File: config.mk
export PLATFORM = sky130hd
export DESIGN_NAME = vga_timing_gen
export DESIGN_NICKNAME = d
export VERILOG_FILES = /design/src/rtl/vga_timing_gen.sv
export SDC_FILE = /design/constraint.sdc
export NUM_CORES = 1
export LEC_CHECK = 0
export ABC_AREA = 1
export CAP_MARGIN = 25
export CORE_UTILIZATION = 43
export CTS_CLUSTER_DIAMETER = 120
export DETAILED_ROUTE_END_ITERATION = 12
export PLACE_DENSITY = 0.81
export SYNTH_ARGS = -nofsm -noshare
export SYNTH_HDL_FRONTEND = slang
export SYNTH_SLANG_ARGS = --single-unit
File: constraint.sdc
create_clock -name pixel_clk -period 2 [get_ports pixel_clk]
set_input_delay 0.4 -clock pixel_clk [delete_from_list [all_inputs] [get_ports pixel_clk]]
set_output_delay 0.4 -clock pixel_clk [all_outputs]
set_load 0.02 [all_outputs]
File: src/rtl/vga_timing_gen.sv
// VGA raster timing generator: h/v counters, registered sync/coordinate/enable decodes.
// Define VGA_TIMING_RUNTIME_CFG_EN to accept new timing at run time, applied at a frame boundary.
module vga_timing_gen #(
  parameter int unsigned COORD_W      = 10,
  parameter int unsigned FRAME_CNT_W  = 16,
  parameter int unsigned H_ACTIVE     = 640,
  parameter int unsigned H_SYNC_START = 656,
  parameter int unsigned H_SYNC_END   = 752,
  parameter int unsigned H_TOTAL      = 800,
  parameter int unsigned V_ACTIVE     = 480,
  parameter int unsigned V_SYNC_START = 490,
  parameter int unsigned V_SYNC_END   = 492,
  parameter int unsigned V_TOTAL      = 525,
  parameter logic        H_SYNC_POL   = 1'b0,
  parameter logic        V_SYNC_POL   = 1'b0
) (
  input  logic                   pixel_clk,
  input  logic                   reset_n,
  input  logic                   en,
  input  logic                   cfg_valid,
  output logic                   cfg_ready,
  input  logic [COORD_W-1:0]     cfg_h_active,
  input  logic [COORD_W-1:0]     cfg_h_sync_start,
  input  logic [COORD_W-1:0]     cfg_h_sync_end,
  input  logic [COORD_W-1:0]     cfg_h_total,
  input  logic [COORD_W-1:0]     cfg_v_active,
  input  logic [COORD_W-1:0]     cfg_v_sync_start,
  input  logic [COORD_W-1:0]     cfg_v_sync_end,
  input  logic [COORD_W-1:0]     cfg_v_total,
  output logic                   cfg_applied,
  output logic                   hsync,
  output logic                   vsync,
  output logic [COORD_W-1:0]     x,
  output logic [COORD_W-1:0]     y,
  output logic                   display_on,
  output logic                   line_tick,
  output logic                   frame_tick,
  output logic [FRAME_CNT_W-1:0] frame_count
);

  typedef struct packed {
    logic [COORD_W-1:0] h_active;
    logic [COORD_W-1:0] h_sync_start;
    logic [COORD_W-1:0] h_sync_end;
    logic [COORD_W-1:0] h_total;
    logic [COORD_W-1:0] v_active;
    logic [COORD_W-1:0] v_sync_start;
    logic [COORD_W-1:0] v_sync_end;
    logic [COORD_W-1:0] v_total;
  } timing_t;

  localparam timing_t P_TIMING = '{
    h_active:     COORD_W'(H_ACTIVE),
    h_sync_start: COORD_W'(H_SYNC_START),
    h_sync_end:   COORD_W'(H_SYNC_END),
    h_total:      COORD_W'(H_TOTAL),
    v_active:     COORD_W'(V_ACTIVE),
    v_sync_start: COORD_W'(V_SYNC_START),
    v_sync_end:   COORD_W'(V_SYNC_END),
    v_total:      COORD_W'(V_TOTAL)
  };

  timing_t live;

  logic [COORD_W-1:0]     h_cnt_q, h_cnt_d, v_cnt_q, v_cnt_d;
  logic [COORD_W-1:0]     x_q, x_d, y_q, y_d;
  logic [FRAME_CNT_W-1:0] frame_count_q, frame_count_d;
  logic hsync_q, hsync_d, vsync_q, vsync_d;
  logic display_on_q, display_on_d;
  logic line_tick_q, line_tick_d, frame_tick_q, frame_tick_d;
  logic h_last, v_last, frame_wrap, h_in_sync, v_in_sync;

  always_comb begin
    h_last        = (h_cnt_q == live.h_total - COORD_W'(1));
    v_last        = (v_cnt_q == live.v_total - COORD_W'(1));
    frame_wrap    = en && h_last && v_last;
    h_in_sync     = (h_cnt_q >= live.h_sync_start) && (h_cnt_q < live.h_sync_end);
    v_in_sync     = (v_cnt_q >= live.v_sync_start) && (v_cnt_q < live.v_sync_end);

    h_cnt_d       = h_cnt_q;
    v_cnt_d       = v_cnt_q;
    frame_count_d = frame_count_q;
    if (!en) begin
      h_cnt_d = '0;
      v_cnt_d = '0;
    end else if (h_last) begin
      h_cnt_d = '0;
      v_cnt_d = v_last ? '0 : v_cnt_q + COORD_W'(1);
    end else begin
      h_cnt_d = h_cnt_q + COORD_W'(1);
    end
    if (frame_wrap) frame_count_d = frame_count_q + FRAME_CNT_W'(1);

    // Decodes look at the current count, so every output lags the counters by one cycle.
    x_d          = h_cnt_q;
    y_d          = v_cnt_q;
    hsync_d      = (en && h_in_sync) ? H_SYNC_POL : ~H_SYNC_POL;
    vsync_d      = (en && v_in_sync) ? V_SYNC_POL : ~V_SYNC_POL;
    display_on_d = en && (h_cnt_q < live.h_active) && (v_cnt_q < live.v_active);
    line_tick_d  = en && (h_cnt_q == '0);
    frame_tick_d = en && (h_cnt_q == '0) && (v_cnt_q == '0);
  end

  always_ff @(posedge pixel_clk or negedge reset_n) begin
    if (!reset_n) begin
      h_cnt_q       <= '0;
      v_cnt_q       <= '0;
      x_q           <= '0;
      y_q           <= '0;
      frame_count_q <= '0;
      hsync_q       <= ~H_SYNC_POL;
      vsync_q       <= ~V_SYNC_POL;
      display_on_q  <= 1'b0;
      line_tick_q   <= 1'b0;
      frame_tick_q  <= 1'b0;
    end else begin
      h_cnt_q       <= h_cnt_d;
      v_cnt_q       <= v_cnt_d;
      x_q           <= x_d;
      y_q           <= y_d;
      frame_count_q <= frame_count_d;
      hsync_q       <= hsync_d;
      vsync_q       <= vsync_d;
      display_on_q  <= display_on_d;
      line_tick_q   <= line_tick_d;
      frame_tick_q  <= frame_tick_d;
    end
  end

`ifdef VGA_TIMING_RUNTIME_CFG_EN
  timing_t live_q, live_d, pend_q, pend_d;
  logic pend_valid_q, pend_valid_d;
  logic apply_q, apply_d;
  logic cfg_ready_q, cfg_ready_d;
  logic cfg_applied_q, cfg_applied_d;
  logic capture, apply_wrap, apply_idle;

  always_comb begin
    capture    = cfg_valid && cfg_ready_q;
    // pend_valid_q is still low on a capture cycle, so a coinciding wrap waits a frame.
    apply_wrap = pend_valid_q && frame_wrap;
    apply_idle = pend_valid_q && !en;

    pend_d       = pend_q;
    pend_valid_d = pend_valid_q;
    live_d       = live_q;
    if (capture) begin
      pend_d       = '{cfg_h_active, cfg_h_sync_start, cfg_h_sync_end, cfg_h_total,
                       cfg_v_active, cfg_v_sync_start, cfg_v_sync_end, cfg_v_total};
      pend_valid_d = 1'b1;
    end else if (apply_wrap || apply_idle) begin
      live_d       = pend_q;
      pend_valid_d = 1'b0;
    end

    // A wrap apply is reported two cycles on, lining up with frame_tick of the new frame.
    apply_d       = apply_wrap;
    cfg_applied_d = apply_q || apply_idle;
    cfg_ready_d   = cfg_ready_q;
    if (capture)                      cfg_ready_d = 1'b0;
    else if (apply_q || apply_idle)   cfg_ready_d = 1'b1;
  end

  always_ff @(posedge pixel_clk or negedge reset_n) begin
    if (!reset_n) begin
      live_q        <= P_TIMING;
      pend_q        <= P_TIMING;
      pend_valid_q  <= 1'b0;
      apply_q       <= 1'b0;
      cfg_ready_q   <= 1'b1;
      cfg_applied_q <= 1'b0;
    end else begin
      live_q        <= live_d;
      pend_q        <= pend_d;
      pend_valid_q  <= pend_valid_d;
      apply_q       <= apply_d;
      cfg_ready_q   <= cfg_ready_d;
      cfg_applied_q <= cfg_applied_d;
    end
  end

  assign live        = live_q;
  assign cfg_ready   = cfg_ready_q;
  assign cfg_applied = cfg_applied_q;
`else
  logic unused_cfg;

  assign live        = P_TIMING;
  assign cfg_ready   = 1'b0;
  assign cfg_applied = 1'b0;
  assign unused_cfg  = ^{cfg_valid, cfg_h_active, cfg_h_sync_start, cfg_h_sync_end, cfg_h_total,
                         cfg_v_active, cfg_v_sync_start, cfg_v_sync_end, cfg_v_total};
`endif

  assign hsync       = hsync_q;
  assign vsync       = vsync_q;
  assign x           = x_q;
  assign y           = y_q;
  assign display_on  = display_on_q;
  assign line_tick   = line_tick_q;
  assign frame_tick  = frame_tick_q;
  assign frame_count = frame_count_q;

endmodule

==> impl_metrics.env <==
export IMPL_layout_setup_ws_ns=0.1402
export IMPL_cts_tree="yes"
export IMPL_post_route_period_util_pct=92.99
export IMPL_post_synthesis_async_set_or_reset_flop_share_pct=100.0
export IMPL_pre_cts_ws_ns=0.2400
export IMPL_synth_adder_area_share_pct=2.516
export IMPL_synth_top_area_share_pct=49.48
export IMPL_worst_path_buf_inv=1
export IMPL_crit_path_max_incr_delay_ns=0.65
export IMPL_via_count_of_the_first_global_routing_pass=2364
export IMPL_cp_data_required_time_ns=1.60
export IMPL_crit_fanout=7
export IMPL_maxCapViolCount=0
export IMPL_chipWidth_microns=85.31
export IMPL_vdd_ir_drop_worst_mv=0.2879
export IMPL_drt_wl_total_microns=6436
export IMPL_yosysWarningCount=0
export IMPL_post_route_cells_drive_above_1_share_pct=10.87
export IMPL_synth_edff_count=0
export IMPL_die_footprint_sq_um=7277
export IMPL_cts_reportedPaths_clkPinSlew_ns=0.07
export IMPL_rsz0062_at_grt="no"
export IMPL_ys_ff_latch=61
export IMPL_final_min_clock_period_ns=1.860
export IMPL_yosys_top_cells_area="sky130_fd_sc_hd__dfrtp_1 49%, sky130_fd_sc_hd__nand2_1 13%, sky130_fd_sc_hd__inv_1 5.2%"
export IMPL_grt_start_max_net_pins=62
export IMPL_design_portCount=127
export IMPL_most_frequent_cell_after_synthesis="sky130_fd_sc_hd__nand2_1"
export IMPL_postSynth_topFlopCell="sky130_fd_sc_hd__dfrtp_1"
export IMPL_avgRoutedWirePerCell_microns=12.87
export IMPL_slew_violations=0
export IMPL_finalSetupViolCount=0
export IMPL_dieHeight_microns=85.31
export IMPL_netlist_cell_type_count=27
export IMPL_nets=509
export IMPL_cellLeakagePower_uw=0.001802
export IMPL_post_cts_resized=0
export IMPL_cellPowerDensity_nw_per_um2=636.4
export IMPL_detail_route_first_pass_iterations=4
export IMPL_clock_skew_ns=0.01045
export IMPL_worstSkewPairLatency_ns=0.34
export IMPL_drt_vias_per_instance=5.142
export IMPL_area_delta_synth_final_pct=24.03
export IMPL_setup_tns_final_ns=0
export IMPL_synth_xor_xnor_area_share_pct=2.348
export IMPL_core_outline_area_sq_um=6531
export IMPL_synth_compound_gate_area_share_pct=4.906
export IMPL_global_route_wire_length_before_repair_microns=10800
export IMPL_cp_top_family="buffers and inverters"
export IMPL_post_synth_mux_area_share_pct=0
export IMPL_mappedNetlistArea_sq_um=2984
export IMPL_detail_route_iter0_violations=139
export IMPL_cts_hold_buf=0
export IMPL_max_clock_path_buffers=2
export IMPL_antenna_cells=0
export IMPL_yosys_top_cells_count="102 x sky130_fd_sc_hd__nand2_1, 59 x sky130_fd_sc_hd__dfrtp_1, 41 x sky130_fd_sc_hd__inv_1"
export IMPL_io_buffer_count=43
export IMPL_detailed_place_hpwl_microns=4509
export IMPL_cts_htree_levels=3
export IMPL_synthesis_area_per_instance_sq_um=8.221
export IMPL_setup_worst_path_start_class="register"
export IMPL_num_vias=2571
export IMPL_synthCells=363
export IMPL_synthDominantAreaCellType="sky130_fd_sc_hd__dfrtp_1"
export IMPL_cells_along_the_critical_path="clkdlybuf4s50_1"
export IMPL_cts_post_setup_buffers_inserted=0
export IMPL_cts_made_buffers=9
export IMPL_worstHoldPathType="primary input to async pin"
export IMPL_initial_core_util_pct=45.69
export IMPL_type_of_destination_of_the_critical_path="output port"
export IMPL_postRouteAntennaNets=0
export IMPL_max_freq_ghz=0.5377
export IMPL_clockRootBuffer="sky130_fd_sc_hd__clkbuf_8"
export IMPL_remaining_global_route_overflow=0
export IMPL_grt_use_total_pct=19.32
export IMPL_main_combinational_cell_family_by_area_after_synthesis="simple AND/OR/NAND/NOR gates"
export IMPL_synth_simple_area_share_pct=30.73
export IMPL_outcome="complete, no violations"
export IMPL_worst_ep_arrival_time_ns=1.46
export IMPL_critPathSlowestCell="sky130_fd_sc_hd__clkdlybuf4s50_1"
export IMPL_globalplace_congestion=0.8768
export IMPL_critPathKind="register to output port"
export IMPL_hold_viol_final=0
export IMPL_ys_seq_area_share_pct=51.24
export IMPL_antenna_violations_before_repair=0
export IMPL_cts_num_sinks=61
export IMPL_rows=29
export IMPL_drt_drc_violations_left=0
[kinds of logic (layout without fill, tap and decap cells)]
group	count (synthesis)	in the layout
simple gates	205	205
other cells	1	2
xor+xnor	8	8
flops	61	61
buf+inv	55	114
compound gates	27	27
fa+ha+maj	6	6
[cell type report]
cell class | instances | area (sq um)
repair buffers | 52 | 505.5
multi-input cells | 248 | 1216
clock buffers | 14 | 172.7
inverters | 47 | 176.4
flip-flops and latches | 61 | 1529
well taps | 77 | 96.34
fillers | 589 | 2830
clock inverters | 1 | 5.005
[report_power, final]
group          internal, uW  leakage, uW  total [uW]  switching [uW]
logic                  38.6     0.000878         106            67.0
registers              1250     0.000831        1260            9.83
clock network           543    0.0000926         991             448
[metal layers]
| layer | share of wire [%] | track usage [%] | wire length (microns) |
|---|---|---|---|
| met3 | 5.9 | 5.156 | 378 |
| met1 | 45 | 24.54 | 2896 |
| met4 | 2.1 | 10.00 | 136 |
| met2 | 47 | 30.43 | 3025 |
| met5 | 0 | 0 | 0 |
[sequential cells by signal, summed over array words and instances, names as in the netlist]
name         count
x               10
v_cnt_q         10
line_tick        1
h_cnt_q         10
frame_count     16
frame_tick       1
hsync            1
vsync            1
y               10
display_on       1
[worst paths after layout]
check,startpoint,to,slack [ns],depth (start not counted)
max,frame_count[2],frame_count[2],0.14,1
min,reset_n,frame_count[1],0.06,2
min in group pixel_clk,h_cnt_q[8],x[8],0.43,0
min reg2reg,h_cnt_q[8],x[8],0.43,0
max reg2reg,v_cnt_q[0],frame_count[7],0.41,10
max in group asynchronous,reset_n,vsync,1.63,2
[layout by cell type, fill, tap and decap left out, types with 3 or more instances in the layout]
cell                                n
sky130_fd_sc_hd__buf_4              8
sky130_fd_sc_hd__clkbuf_8          12
sky130_fd_sc_hd__clkdlybuf4s50_1   42
sky130_fd_sc_hd__dfrtp_1           59
sky130_fd_sc_hd__ha_1               6
sky130_fd_sc_hd__inv_1             41
sky130_fd_sc_hd__inv_2              6
sky130_fd_sc_hd__nand2_1          102
sky130_fd_sc_hd__nand2_2            4
sky130_fd_sc_hd__nand3_1           29
sky130_fd_sc_hd__nand4_1           12
sky130_fd_sc_hd__nor2_1            37
sky130_fd_sc_hd__nor2_2             5
sky130_fd_sc_hd__nor2_4             3
sky130_fd_sc_hd__nor3_1             9
sky130_fd_sc_hd__o21ai_0           12
sky130_fd_sc_hd__o21ai_1           10
sky130_fd_sc_hd__xor2_1             8
[stage by stage]
| step | total power (uW) | util [%] | instance area [sq um] | std cells | hold WS [ns] |
|---|---|---|---|---|---|
| 2_1_floorplan | 1324 | - | 2988 | 364 | 0.1044 |
| 3_3_place_gp | 1388 | 53.95 | 3523 | 485 | 0.3999 |
| 3_5_place_dp | 1389 | 53.95 | 3523 | 485 | 0.4059 |
| 4_1_cts | 2392 | 56.67 | 3701 | 500 | 0.06643 |
| 5_1_grt | 2453 | 56.67 | 3701 | 500 | 0.09877 |
| 6_report | 2355 | 56.67 | 3701 | 500 | 0.05949 |
Note: power is estimated with default switching activity, not from simulation.
